===== src/rtl/bcd_digit_mult_seq.sv =====
// bcd_digit_mult_seq
//   Multiplies an NDIG-digit BCD operand by a single BCD digit by
//   time-sharing one external combinational 1x1-digit BCD multiplier,
//   one operand digit per cycle, and rippling the BCD carry upward.
//   The product has NDIG+1 BCD digits.
//
//   Optional feature macro: BCD_INPUT_CHECK_EN
//     When defined, the operands are checked for non-BCD digits at start.
//     An invalid operand skips the multiply, and returns p_bcd=0 with err=1.
//     When undefined, err is always 0 and invalid digits pass straight
//     through to the multiplier.
//
//   Handshake: start is a request sampled only while idle; a request seen
//   in any other state is dropped, not queued. done is a registered
//   one-cycle pulse. err is valid only while done is high. p_bcd holds the
//   last result until the next done pulse.
//
//   Timing: start is sampled at edge k. done is high in the cycle after
//   edge k+NDIG+1. A new start can be sampled at edge k+NDIG+2.
module bcd_digit_mult_seq #(
    parameter int NDIG = 4
) (
    input  logic                    clk,
    input  logic                    rst_n,
    input  logic                    start,
    input  logic [4*NDIG-1:0]       a_bcd,
    input  logic [3:0]              b_bcd,
    output logic                    busy,
    output logic                    done,
    output logic                    err,
    output logic [4*(NDIG+1)-1:0]   p_bcd,
    output logic [3:0]              mul_x1,
    output logic [3:0]              mul_x2,
    input  logic [7:0]              mul_y,
    output logic [1:0]              dbg_state
);

`ifdef BCD_INPUT_CHECK_EN
    localparam bit CHECK_EN = 1'b1;
`else
    localparam bit CHECK_EN = 1'b0;
`endif

    localparam int PW   = 4 * (NDIG + 1);
    localparam int IDXW = (NDIG > 1) ? $clog2(NDIG) : 1;
    localparam logic [IDXW-1:0] LAST_IDX = IDXW'(NDIG - 1);

    typedef enum logic [1:0] {
        S_IDLE = 2'd0,
        S_MUL  = 2'd1,
        S_FIN  = 2'd2
    } state_t;

    state_t              state_q, state_d;
    logic [IDXW-1:0]     idx_q, idx_d;
    logic [3:0]          carry_q, carry_d;
    logic [4*NDIG-1:0]   a_q, a_d;
    logic [3:0]          b_q, b_d;
    logic [PW-1:0]       res_q, res_d;
    logic [PW-1:0]       p_q, p_d;
    logic                done_q, done_d;
    logic                err_q, err_d;
    logic                errp_q, errp_d;

    // Datapath scratch values used while a digit is processed.
    logic [3:0]          a_dig;
    logic [4:0]          sum;
    logic [4:0]          sum_m10;
    logic [3:0]          dig;
    logic [3:0]          cnext;

    // Returns 1 when every digit of a and b lies in the range 0..9.
    function automatic logic inputs_bcd(input logic [4*NDIG-1:0] a,
                                        input logic [3:0] b);
        logic ok;
        ok = (b <= 4'd9);
        for (int i = 0; i < NDIG; i++) begin
            if (a[i*4 +: 4] > 4'd9) ok = 1'b0;
        end
        return ok;
    endfunction

    // State, operand, result and output registers.
    always_ff @(posedge clk or negedge rst_n) begin
        if (!rst_n) begin
            state_q <= S_IDLE;
            idx_q   <= '0;
            carry_q <= '0;
            a_q     <= '0;
            b_q     <= '0;
            res_q   <= '0;
            p_q     <= '0;
            done_q  <= 1'b0;
            err_q   <= 1'b0;
            errp_q  <= 1'b0;
        end else begin
            state_q <= state_d;
            idx_q   <= idx_d;
            carry_q <= carry_d;
            a_q     <= a_d;
            b_q     <= b_d;
            res_q   <= res_d;
            p_q     <= p_d;
            done_q  <= done_d;
            err_q   <= err_d;
            errp_q  <= errp_d;
        end
    end

    // Next-state logic, one digit step per MUL cycle, multiplier operand
    // drive, and assembly of the result.
    always_comb begin
        state_d = state_q;
        idx_d   = idx_q;
        carry_d = carry_q;
        a_d     = a_q;
        b_d     = b_q;
        res_d   = res_q;
        p_d     = p_q;
        done_d  = 1'b0;
        err_d   = 1'b0;
        errp_d  = errp_q;
        busy    = 1'b0;
        mul_x1  = 4'd0;
        mul_x2  = 4'd0;
        a_dig   = 4'd0;
        sum     = 5'd0;
        sum_m10 = 5'd0;
        dig     = 4'd0;
        cnext   = 4'd0;

        unique case (state_q)
            S_IDLE: begin
                if (start) begin
                    a_d     = a_bcd;
                    b_d     = b_bcd;
                    idx_d   = '0;
                    carry_d = 4'd0;
                    res_d   = '0;
                    if (CHECK_EN && !inputs_bcd(a_bcd, b_bcd)) begin
                        errp_d  = 1'b1;
                        state_d = S_FIN;
                    end else begin
                        errp_d  = 1'b0;
                        state_d = S_MUL;
                    end
                end
            end

            S_MUL: begin
                busy = 1'b1;
                for (int i = 0; i < NDIG; i++) begin
                    if (idx_q == i[IDXW-1:0]) a_dig = a_q[i*4 +: 4];
                end
                mul_x1 = a_dig;
                mul_x2 = b_q;

                // Add the incoming carry to the low product digit. The
                // carry is at most 9, because the high digit is at most 8.
                sum     = {1'b0, mul_y[3:0]} + {1'b0, carry_q};
                sum_m10 = sum - 5'd10;
                if (sum > 5'd9) begin
                    dig   = sum_m10[3:0];
                    cnext = mul_y[7:4] + 4'd1;
                end else begin
                    dig   = sum[3:0];
                    cnext = mul_y[7:4];
                end

                for (int i = 0; i < NDIG; i++) begin
                    if (idx_q == i[IDXW-1:0]) res_d[i*4 +: 4] = dig;
                end
                carry_d = cnext;

                if (idx_q == LAST_IDX) begin
                    res_d[4*NDIG +: 4] = cnext;
                    state_d            = S_FIN;
                end else begin
                    idx_d = idx_q + 1'b1;
                end
            end

            S_FIN: begin
                p_d     = res_q;
                done_d  = 1'b1;
                err_d   = errp_q;
                state_d = S_IDLE;
            end

            default: begin
                state_d = S_IDLE;
            end
        endcase
    end

    assign done      = done_q;
    assign err       = err_q;
    assign p_bcd     = p_q;
    assign dbg_state = state_q;

endmodule


===== config.mk =====
export PLATFORM = sky130hd
export DESIGN_NAME = bcd_digit_mult_seq
export DESIGN_NICKNAME = d
export VERILOG_FILES = /design/src/rtl/bcd_digit_mult_seq.sv
export SDC_FILE = /design/constraint.sdc
export NUM_CORES = 1
export LEC_CHECK = 0
export BUFFER_PORTS_ARGS = -buffer_cell sky130_fd_sc_hd__buf_2
export CELL_PAD_IN_SITES_DETAIL_PLACEMENT = 0
export CELL_PAD_IN_SITES_GLOBAL_PLACEMENT = 1
export CORE_MARGIN = 5
export CORE_UTILIZATION = 40
export CTS_CLUSTER_DIAMETER = 30
export CTS_CLUSTER_SIZE = 20
export DETAILED_ROUTE_END_ITERATION = 7
export GPL_ROUTABILITY_DRIVEN = 0
export PLACE_DENSITY_LB_ADDON = 0.1
export REMOVE_ABC_BUFFERS = 1
export SLEW_MARGIN = 40
export SYNTH_ARGS = -nofsm -noshare
export SYNTH_HDL_FRONTEND = slang
export SYNTH_SLANG_ARGS = --single-unit

===== constraint.sdc =====
create_clock -name clk -period 4.2 [get_ports clk]
set_clock_uncertainty 0.1 [all_clocks]
set_input_delay 0.21 -clock clk [delete_from_list [all_inputs] [get_ports clk]]
set_output_delay 0.21 -clock clk [all_outputs]
set_load 0.05 [all_outputs]

After elaboration in Yosys (flattened, before gate mapping):

Cells that the tools add are included.

* register bits after elaboration: 69
* bits in latches: 0
* bits in writable memories: 0
* bits in read-only memories: 0
* input port bits: 31
* output and inout bits: 33
* memories kept: 0

* add/sub/neg operators: 4
* multiply operators: 0
* div/mod/pow operators: 0
* magnitude comparators: 1
* equal/unequal tests: 11
* shift-type cells: 0
* muxes and demuxes: 25
* bitwise gates (word level): 0
* reductions and logical operators: 11

Operators with widths (count)
* $mux W4: 14
* $pmux W20 S2: 1
* $mux W20: 1
* $reduce_and A3 Y1: 5
* $ne A2 B2 Y1 const B: 6
* $mux W2: 4
* $pmux W2 S2: 2
* $pmux W4 S2: 1
* $eq A2 B2 Y1 const B: 3
* $reduce_and A2 Y1: 3
* $add A4 B4 Y5: 1
* $gt A5 B4 Y1 const B: 1
* $add A4 B1 Y4 const B: 1
* $eq A2 B1 Y1 const B: 2
* $logic_not A2 Y1: 2
* $sub A4 B4 Y4 const B: 1
* $add A2 B1 Y2 const B: 1
* $mux W1: 2
* $reduce_bool A2 Y1: 1

Depth between registers and ports, before layout:

Gate-level depths: netlist of the first run.

* depth after elaboration: 6
* gate-level depth with buffers: 11
* depth with buffers taken out: 10

Worst setup path after synthesis of the first run:

OpenSTA, ideal clock, no wires.

* path type: reg2out
* from: register state_q[0] (netlist: dbg_state[0])
* to: output mul_x2[0]
* arrival time: 2435 ps
* data required time: 3890 ps
* setup slack: 1455 ps
* stages on the path, launching flop included: 6
* path through: dfrtp_1 > nand2b_1 > inv_1 > clkbuf_1 > buf_1 > and2_1

* word-level cells in the longest chain between the ends: 2

Ends and longest elaborated chain
* start, declared: line 54 `state_t state_q, state_d;`
* start signal, assigned: line 97 `state_q <= state_d;`
* $eq A2 B1 Y1: line 132 `unique case (state_q)`
* $mux W4: line 132
* end, declared: line 33 `output logic [3:0] mul_x2,`

Every way passes these cells.

Final worst setup path of the first run:

* from: register carry_q[0]
* to: register res_q[1]

* word-level cells in the longest chain between the ends: 5
* elaborated cells between the ends (all ways): 6
* classes of those cells: add/sub (2); order compare (1); mux (3)

Ends and longest elaborated chain
* start, declared: line 56 `logic [3:0] carry_q, carry_d;`
* start signal, assigned: line 99 `carry_q <= carry_d;`
* $add A4 B4 Y5 *: line 160 `sum = {1'b0, mul_y[3:0]} + {1'b0, carry_q};`
* $sub A4 B4 Y4 / $gt A5 B4 Y1 (equally long branches): line 161, 162
* $mux W4 *: line 162 `if (sum > 5'd9) begin`
* $mux W4 *: line 171 `if (idx_q == i[IDXW-1:0]) res_d[i*4 +: 4] = dig;`
* $pmux W20 S2 *: line 132
* end signal, assigned: line 102 `res_q <= res_d;`
* end, declared: line 59 `logic [PW-1:0] res_q, res_d;`

Every way passes the cells marked *; elsewhere a longest branch is shown, timed or not. The select of a mux whose other input is x is not followed.
A chain may end at the register's enable or synchronous reset.

==> results of run 1 <==
==> power groups by stage <==
stage          registers, mW  logic, mW  clock network [mW]
3_3_place_gp            1.12       1.95                   0
3_5_place_dp            1.12       1.97                   0
5_1_grt                 1.16       2.15               0.592
6_report                1.11       1.97               0.545
4_1_cts                 1.11       1.99               0.560
2_1_floorplan           1.38       1.21                   0
==> flip-flops by register name (all words and copies together) (netlist names) <==
name,cells
a_q,16
b_q,4
carry_q,4
dbg_state,2
done,1
idx_q,2
p_bcd,20
res_q,20
==> stage by stage <==
step | instance area, um^2 | instances | setup WS [ps] | hold WS, ps | util
floorplan | 3200 | 267 | 775 | -186 | -
global placement | 3670 | 437 | 1270 | 319 | 0.454
detailed placement | 3680 | 437 | 1210 | 138 | 0.454
CTS | 4080 | 474 | 1180 | 47.1 | 0.505
global route | 4080 | 474 | 991 | 56.5 | 0.505
finish | 4080 | 474 | 1180 | 65.3 | 0.505
==> logic make-up (layout without fill, tap and decap cells) <==
family,after synthesis,after routing,share of synthesized area
compound gates,56,56,0.127
xor+xnor,1,1,0.00267
fa+ha+maj,11,11,0.0443
buf+inv,29,115,0.0378
flops,69,69,0.527
mux,42,42,0.144
other cells,1,1,0.00114
simple gates,74,74,0.117
==> final cells by class <==
class	instances	area [um^2]	area share
clock buffer	9	124	0.0303
clock inverter	7	73.8	0.0181
inverter	13	48.8	0.0119
multi-input combinational	185	1430	0.351
sequential	69	1730	0.423
tap	105	131	0.0322
timing repair buffer	86	546	0.134
==> worst max path at each step <==
stage,from,cells past startpoint,slack (ps),end
after floorplan,dbg_state[0]$_DFFE_PN0P_,4,780,res_q[18]$_DFFE_PN0P_
after global routing,carry_q[0]$_DFFE_PN0P_,10,990,res_q[13]$_DFFE_PN0P_
after CTS,carry_q[0]$_DFFE_PN0P_,10,1180,res_q[1]$_DFFE_PN0P_
after global placement,carry_q[0]$_DFFE_PN0P_,10,1270,res_q[5]$_DFFE_PN0P_
final,carry_q[0]$_DFFE_PN0P_,10,1180,res_q[1]$_DFFE_PN0P_
after detailed placement,carry_q[0]$_DFFE_PN0P_,10,1210,res_q[1]$_DFFE_PN0P_
==> synth_stat cells (all sizes together), types with 2 or more instances <==
library cell  count  area share
dfrtp            69        0.53
mux2             40        0.14
nand2            16       0.018
nor2             15       0.018
inv              13       0.015
a21oi            10       0.015
ha               10       0.038
buf               9       0.015
o21ai             9       0.014
nand3             8       0.012
o31ai             8       0.018
clkbuf            7      0.0080
a32o              6       0.018
nor3              6       0.011
nand4             5      0.0095
nor2b             5      0.0095
a22o              4       0.011
and2              4      0.0076
nand2b            4      0.0076
o211ai            4      0.0092
a221oi            3      0.0080
or3               3      0.0057
a21o              2      0.0046
a22oi             2      0.0046
and3              2      0.0046
mux2i             2      0.0061
o41ai             2      0.0053
or2               2      0.0038
==> critical path, stage by stage (launching register included) <==
cell	delay, ps
dfrtp_1	380
ha_1	220
fa_1	400
xor2_1	250
inv_1	130
ha_1	230
inv_1	70
o22ai_1	140
or3_1	500
a21oi_1	330
o31ai_1	140
==> per-layer routing <==
| metal | wire length (um) | GRT usage | up-vias |
|---|---|---|---|
| met5 | 0 | 0 | - |
| met4 | 152 | 0.0725 | 0 |
| met3 | 439 | 0.0471 | 13 |
| met2 | 3350 | 0.246 | 55 |
| met1 | 3620 | 0.222 | 1157 |
| li1 | - | - | 1184 |
==> flow_summary.ini, run 1 <==
[run_status]
status = finished clean

[worst_setup_path]
ff2ff_setup_slack_ps = 1180
r2r_cells = 10
start_kind = flop
end_kind = flop
critPathMaxFanout = 8
cp.arrival_ps = 3140
r2r-start = carry_q[0]$_DFFE_PN0P_
cp_data_required_time_ps = 4320
r2r-end = res_q[1]$_DFFE_PN0P_
setup.worst_path.class = reg -> reg

[placed_design]
port_buffers = 62
place_hpwl_um = 5160

[clock_tree]
cts_tree = built
cts_hold_buffers = 21
cts-htree-levels = 3
cts.sinks = 69
cts_resized = 0
clk_pin_slew_ps = 80
cts_made_buffers = 9
post_cts_buffers = 0
clock_latency_ps = 350
clockRootBuffer = clkbuf_8
clockBufferDepth = 2

[power_and_ir_drop]
pwr-share-seq = 0.305
p_comb_frac = 0.544
p_int_mw = 1.89
irDropWorstVdd_uv = 395
power.net_switching_mw = 1.73
leakagePower_nw = 1.99
power_density_nw_per_um2 = 887
finalPower_mw = 3.62
sw_frac_of_total = 0.478
pwr-share-clk = 0.151

[global_routing]
grt_first_pass_wirelength_um = 12800
globalRouteTotalUtil = 0.164
grt.overflow.total = 0
first_global_vias = 2535
grt_max_degree = 43
antenna_found_initial = 0

[yosys]
synthFlopType = dfrtp_1
synth_cell_types = 47
synth_area_um2 = 3280
syn_area_per_cell_um2 = 11.6
yosys_warnings = 0
synth_edf_count = 0
syn_inst = 283
synth.ff_latch_count = 69
ys_seq_area_frac = 0.527
async_flop_share = 1.00

[timing]
finalHoldViolCount = 0
tns_ps = 0
rsz0062_at_grt = no
period_share = 0.719
finalSetupViolations = 0
fmax_mhz = 331
slew_violations = 0
worst_pin_slew_ps = 701
period_minus_slack_ps = 3020
slew_headroom = 0.532

[die]
io_pins = 64
die_height_um = 101
fp-row-count = 33
die_area_um2 = 10100
die_x_um = 101
coreArea_um2 = 8090
initial_utilization = 0.405

[finish]
drive_gt1_frac = 0.355
fillers = 757
antenna_cells = 0
final_cell_mix = dfrtp_1 (69), buf_2 (61), mux2_2 (40)
area.growth.synth_to_final_pct = 24.6
mostFrequentLayoutCell = dfrtp_1
fin_nets = 406

[min_path]
holdPathEnd = res_q[18]$_DFFE_PN0P_
holdPathStages = 3
hold_path_startpoint = mul_y[6]
min_path_type = in -> reg

[drt]
drc = 0
wl_per_cell_um = 16.0
drt_iter0_drc = 46
dr.pass1.iters = 4
via_per_inst = 5.08
ant_nets = 0
wl_um = 7560
via_count = 2409

[run]
max_cap_violations = 0
Power figures use the tool's default switching activity.
==> run 2, diff against run 1 <==
--- a/config.mk
+++ b/config.mk
@@ -5,11 +5,12 @@
 export SDC_FILE = /design/constraint.sdc
 export NUM_CORES = 1
 export LEC_CHECK = 0
+export ABC_AREA = 1
 export BUFFER_PORTS_ARGS = -buffer_cell sky130_fd_sc_hd__buf_2
 export CELL_PAD_IN_SITES_DETAIL_PLACEMENT = 0
 export CELL_PAD_IN_SITES_GLOBAL_PLACEMENT = 1
 export CORE_MARGIN = 5
-export CORE_UTILIZATION = 40
+export CORE_UTILIZATION = 36
 export CTS_CLUSTER_DIAMETER = 30
 export CTS_CLUSTER_SIZE = 20
 export DETAILED_ROUTE_END_ITERATION = 7
==> constraint.sdc (replaced) <==
create_clock -name clk -period 2.6 [get_ports clk]
set_clock_uncertainty 0.1 [all_clocks]
set_input_delay 0.13 -clock clk [delete_from_list [all_inputs] [get_ports clk]]
set_output_delay 0.13 -clock clk [all_outputs]
set_load 0.05 [all_outputs]
==> run 2 against run 1 <==
Fmax up 26%. Final cell count up 24%. Flip-flop and latch count stayed put. Critical path type unchanged.
==> flow_summary.ini, run 2 <==
[run_status]
status = finished clean

[die]
initial_utilization = 0.370
fp-row-count = 34
die_x_um = 105
die_area_um2 = 11000
die_height_um = 105
coreArea_um2 = 8720
io_pins = 64

[finish]
final_cell_mix = nand2_1 (177), dfrtp_1 (69), buf_2 (61)
antenna_cells = 0
stdcell_count = 590
drive_gt1_frac = 0.212
area.growth.synth_to_final_pct = 27.6
fin_util = 0.473
mostFrequentLayoutCell = nand2_1
finish.instance_area_um2 = 4120
fin_nets = 519

[drt]
via_per_inst = 4.52
dr.pass1.iters = 4
wl_um = 7540
wl_per_cell_um = 12.8
drc = 0
ant_nets = 0
drt_iter0_drc = 49
via_count = 2665

[yosys]
ys_seq_area_frac = 0.535
yosys_warnings = 0
synth_top_family_by_area = simple AND/OR/NAND/NOR gates
synthAdderAreaFrac = 0.0449
synth_compound_area_frac = 0.0577
synth_xor_area_frac = 0.00542
synth.area.top_cells = dfrtp_1 (53%), nand2_1 (21%), ha_1 (3.9%), nand3_1 (3.9%), inv_1 (3.3%)
synth_cell_types = 26
synthFlopType = dfrtp_1
synthMuxAreaShare = 0
synth.ff_latch_count = 69
synth_area_um2 = 3230
async_flop_share = 1.00
syn_area_per_cell_um2 = 8.32
synth_top_area_share = 0.535
synthSimpleGateAreaFrac = 0.303
yosysMostFrequentCell = nand2_1
synthTopCellsByCount = nand2_1 (177), dfrtp_1 (69), inv_1 (28)
yosysTopAreaCell = dfrtp_1
synth_edf_count = 0
syn_inst = 388

[timing]
finalSetupViolations = 0
worst_pin_slew_ps = 558
period_share = 0.924
rsz0062_at_grt = no
period_minus_slack_ps = 2400
fmax_mhz = 416
layout_setup_ws_ps = 197
whs_ps = 35.2
slew_violations = 0
slew_headroom = 0.626
finalHoldViolCount = 0

[power_and_ir_drop]
power_density_nw_per_um2 = 1420
irDropWorstVdd_uv = 918
leakagePower_nw = 2.30

[worst_setup_path]
r2r_cells = 12
crit_chain = ha_1 -> fa_1 -> inv_1 -> ha_1 -> inv_1 -> nor2_1 -> a21oi_4 -> nand2_4 -> nand2_4 -> nand3_2 -> nand3_1 -> nand2_1
cp_slowest_cell = fa_1
ff2ff_setup_slack_ps = 200
slowest_delay_ps = 550
start_kind = flop
critPathBufInv = 2
cp_data_required_time_ps = 2730
worstSetupPathDepth = 12
setup.worst_path.class = reg -> reg
critPathMaxFanout = 7
end_kind = flop
cp_top_family = adder cells
cp.arrival_ps = 2530

[clock_tree]
clockBufferDepth = 2
cts_made_buffers = 9
cts-htree-levels = 3
clockRootBuffer = clkbuf_8
clock_latency_ps = 340
cts_tree = built
cts.sinks = 69
clk_pin_slew_ps = 80

[global_routing]
first_global_vias = 2832
antenna_found_initial = 0
globalRouteTotalUtil = 0.151
grt_first_pass_wirelength_um = 13700
grt.overflow.total = 0
grt_max_degree = 40

[min_path]
holdPathStages = 4
min_path_type = in -> reg

[placed_design]
place_area_um2 = 3680
port_buffers = 62
pre_cts_ws_ps = 197
place_inst = 553
place_hpwl_um = 5330

[run]
max_cap_violations = 0
[run 2: what timing repair did]
item / CTS / global route
endpoints found under the hold margin: 50 / 0
resized for setup: 0 / 1
buffers inserted: 0 / 0
setup endpoints to repair: 0 / 4
hold buffers: 21 / 0
[run 2: layout make-up]
type | count | area (um^2)
Sequential cell | 69 | 1730
Tap cell | 108 | 135
Timing Repair Buffer | 89 | 581
Multi-Input combinational cell | 276 | 1340
Clock inverter | 7 | 98.8
Fill cell | 894 | 4600
Inverter | 32 | 120
Clock buffer | 9 | 124
[run 2: worst paths after layout]
kind,start,end
setup / recovery,carry_q[0]$_DFFE_PN0P_,res_q[15]$_DFFE_PN0P_
hold / removal,mul_y[4],res_q[16]$_DFFE_PN0P_
setup reg to reg,carry_q[0]$_DFFE_PN0P_,res_q[15]$_DFFE_PN0P_
hold reg to reg,p_bcd[16]$_DFFE_PN0P_,p_bcd[16]$_DFFE_PN0P_
max in group asynchronous,rst_n,res_q[13]$_DFFE_PN0P_
min in group asynchronous,rst_n,p_bcd[19]$_DFFE_PN0P_
[run 2: routing by layer]
metal / up-vias / part of all wire / track usage
li1: 1405 / - / -
met3: 8 / 0.054 / 0.0308
met5: - / 0 / 0
met4: 0 / 0.014 / 0.0575
met2: 55 / 0.46 / 0.244
met1: 1197 / 0.47 / 0.201
[run 2: worst min-delay path, stage by stage]
cell     delay [ps]
buf_2           110
nand2_1          70
nand4_1          80
nand2_1          50
[run 2: power breakdown]
part	internal [mW]	switching (mW)	leakage, nW
combinational	0.857	2.25	1.31
clock	0.545	0.426	0.110
sequential	1.55	0.244	0.876
total	2.95	2.92	2.30
[run 2: per-stage QoR]
step | TNS, ps | total power [mW]
6_report | 0 | 5.87
5_1_grt | 0 | 6.41
4_1_cts | 0 | 5.95
3_5_place_dp | 0 | 4.93
3_3_place_gp | 0 | 4.92
2_1_floorplan | -3130 | 4.12
[run 2: kinds of logic (layout without fill, tap and decap cells)]
logic type	count (synthesis)	after routing
adders and majority gates	11	11
AOI/OAI and AO/OA	30	30
and+or+nand+nor	232	232
xor gates and xnor gates	2	2
buffers and inverters	43	137
other	1	1
DFF	69	69
==> run 3, diff against run 2 <==
--- a/config.mk
+++ b/config.mk
@@ -15,9 +15,9 @@
 export CTS_CLUSTER_SIZE = 20
 export DETAILED_ROUTE_END_ITERATION = 7
 export GPL_ROUTABILITY_DRIVEN = 0
+export MAX_ROUTING_LAYER = met4
 export PLACE_DENSITY_LB_ADDON = 0.1
 export REMOVE_ABC_BUFFERS = 1
-export SLEW_MARGIN = 40
 export SYNTH_ARGS = -nofsm -noshare
 export SYNTH_HDL_FRONTEND = slang
 export SYNTH_SLANG_ARGS = --single-unit
==> run 3 against run 2 <==
Flip-flop and latch count did not move. Final cell count did not move. Cell area barely moved. First-iteration DRC count rose by 20%. Fmax fell by 0.13%. Core utilization barely moved. Worst hold slack got worse by 0.52 ps. Critical path type unchanged. Largest power group unchanged.
==> flow_summary.ini, run 3 (synthesis gave the netlist of run 2 again) <==
[drt]
wl_um = 7550
wl_per_cell_um = 12.8
drc = 0
dr.pass1.iters = 4
drt_iter0_drc = 59
ant_nets = 0
via_count = 2673
via_per_inst = 4.53

[clock_tree]
clk_pin_slew_ps = 80
cts_made_buffers = 9
clock_latency_ps = 340
clockRootBuffer = clkbuf_8
cts-htree-levels = 3
cts.sinks = 69
clockBufferDepth = 2
cts_tree = built

[worst_setup_path]
start_kind = flop
r2r_cells = 13
r2r-start = carry_q[0]$_DFFE_PN0P_
cp_slowest_cell = dfrtp_1
r2r-end = res_q[15]$_DFFE_PN0P_
ff2ff_setup_slack_ps = 190
cp.arrival_ps = 2540
crit_chain = ha_1 -> fa_1 -> nand2_1 -> nand2_2 -> ha_1 -> inv_1 -> nor2_1 -> a21oi_4 -> nand2_4 -> nand2_4 -> nand3_2 -> nand3_1 -> nand2_1
setup.worst_path.class = reg -> reg
critPathMaxFanout = 7
cp_top_family = adder cells
critPathBufInv = 1
cp_data_required_time_ps = 2730
end_kind = flop
slowest_delay_ps = 390

[placed_design]
place_area_um2 = 3680
port_buffers = 62
place_inst = 553
place_hpwl_um = 5330
pre_cts_ws_ps = 197

[timing]
layout_setup_ws_ps = 194
fmax_mhz = 416
finalSetupViolations = 0
period_minus_slack_ps = 2410
slew_violations = 0
rsz0062_at_grt = no
worst_pin_slew_ps = 745
finalHoldViolCount = 0
period_share = 0.925
slew_headroom = 0.503
tns_ps = 0

[die]
die_area_um2 = 11000
fp-row-count = 34
io_pins = 64
coreArea_um2 = 8720
initial_utilization = 0.370
die_x_um = 105
die_height_um = 105

[finish]
stdcell_count = 590
mostFrequentLayoutCell = nand2_1
drive_gt1_frac = 0.212
fin_nets = 519
fin_util = 0.472
final_cell_mix = nand2_1 (177), dfrtp_1 (69), buf_2 (62)
area.growth.synth_to_final_pct = 27.5
finish.instance_area_um2 = 4120
antenna_cells = 0

[min_path]
hold_path_startpoint = mul_y[4]
holdPathStages = 4
min_path_type = in -> reg
holdPathEnd = res_q[16]$_DFFE_PN0P_

[global_routing]
globalRouteTotalUtil = 0.156
grt_first_pass_wirelength_um = 13700
grt.overflow.total = 0
antenna_found_initial = 0
first_global_vias = 2827
grt_max_degree = 40

[run]
max_cap_violations = 0

[power_and_ir_drop]
p_comb_frac = 0.530
pwr-share-seq = 0.305
irDropWorstVdd_uv = 916
pwr-share-clk = 0.165
sw_frac_of_total = 0.498
power.net_switching_mw = 2.93
power_density_nw_per_um2 = 1430
p_int_mw = 2.95
leakagePower_nw = 2.30

[run_status]
status = finished clean
==> run 3: cell counts in the layout (fill, tap and decap cells not counted) <==
No cell type changed its count.
==> run 3: power groups by stage <==
| stage | clock network (mW) | registers [mW] | logic (mW) |
|---|---|---|---|
| floorplan | 0 | 2.28 | 1.84 |
| global placement | 0 | 1.80 | 3.11 |
| detailed placement | 0 | 1.81 | 3.11 |
| CTS | 1.00 | 1.80 | 3.15 |
| global route | 1.05 | 1.85 | 3.50 |
| finish | 0.971 | 1.79 | 3.11 |
==> run 3: stage by stage <==
step	power (mW)	hold slack (ps)
after floorplan	4.12	-266
after global placement	4.92	138
after detailed placement	4.93	148
after CTS	5.95	20.2
after global routing	6.41	88.0
final	5.87	34.7
==> run 3: cell type report <==
class	count	area (um^2)
Clock buffer	9	124
Timing Repair Buffer	89	578
Fill cell	894	4600
Tap cell	108	135
Sequential cell	69	1730
Inverter	32	120
Multi-Input combinational cell	276	1340
Clock inverter	7	98.8
==> run 3: timing repair <==
item                                   4_1_cts  5_1_grt
hold buffers                                21        0
endpoints found under the hold margin       50        0
setup buffers                                0        0
gates resized for setup                      0        1
setup endpoints to repair                    0        4
==> run 3: routing by layer <==
layer	vias to the layer above	routed length, um	track usage
met5	-	0	-
met4	0	102	0.0575
met3	8	372	0.0284
met2	52	3480	0.244
met1	1209	3600	0.202
li1	1404	-	-
==> run 3: tightest hold or removal path: cells and delay by family <==
kind,cells,cell delay (ps)
simple gates,3,200
buf+inv,1,110
==> run 3: how the worst max path moves through the flow <==
stage	slack, ps	startpoint	end	depth (start not counted)
3_5_place_dp	200	carry_q[0]$_DFFE_PN0P_	res_q[3]$_DFFE_PN0P_	12
6_report	190	carry_q[0]$_DFFE_PN0P_	res_q[15]$_DFFE_PN0P_	13
5_1_grt	20	dbg_state[0]$_DFFE_PN0P_	mul_x1[1]	7
2_1_floorplan	-340	dbg_state[0]$_DFFE_PN0P_	mul_x2[0]	4
3_3_place_gp	240	carry_q[0]$_DFFE_PN0P_	res_q[7]$_DFFE_PN0P_	13
4_1_cts	50	dbg_state[1]$_DFFE_PN0P_	mul_x1[1]	6
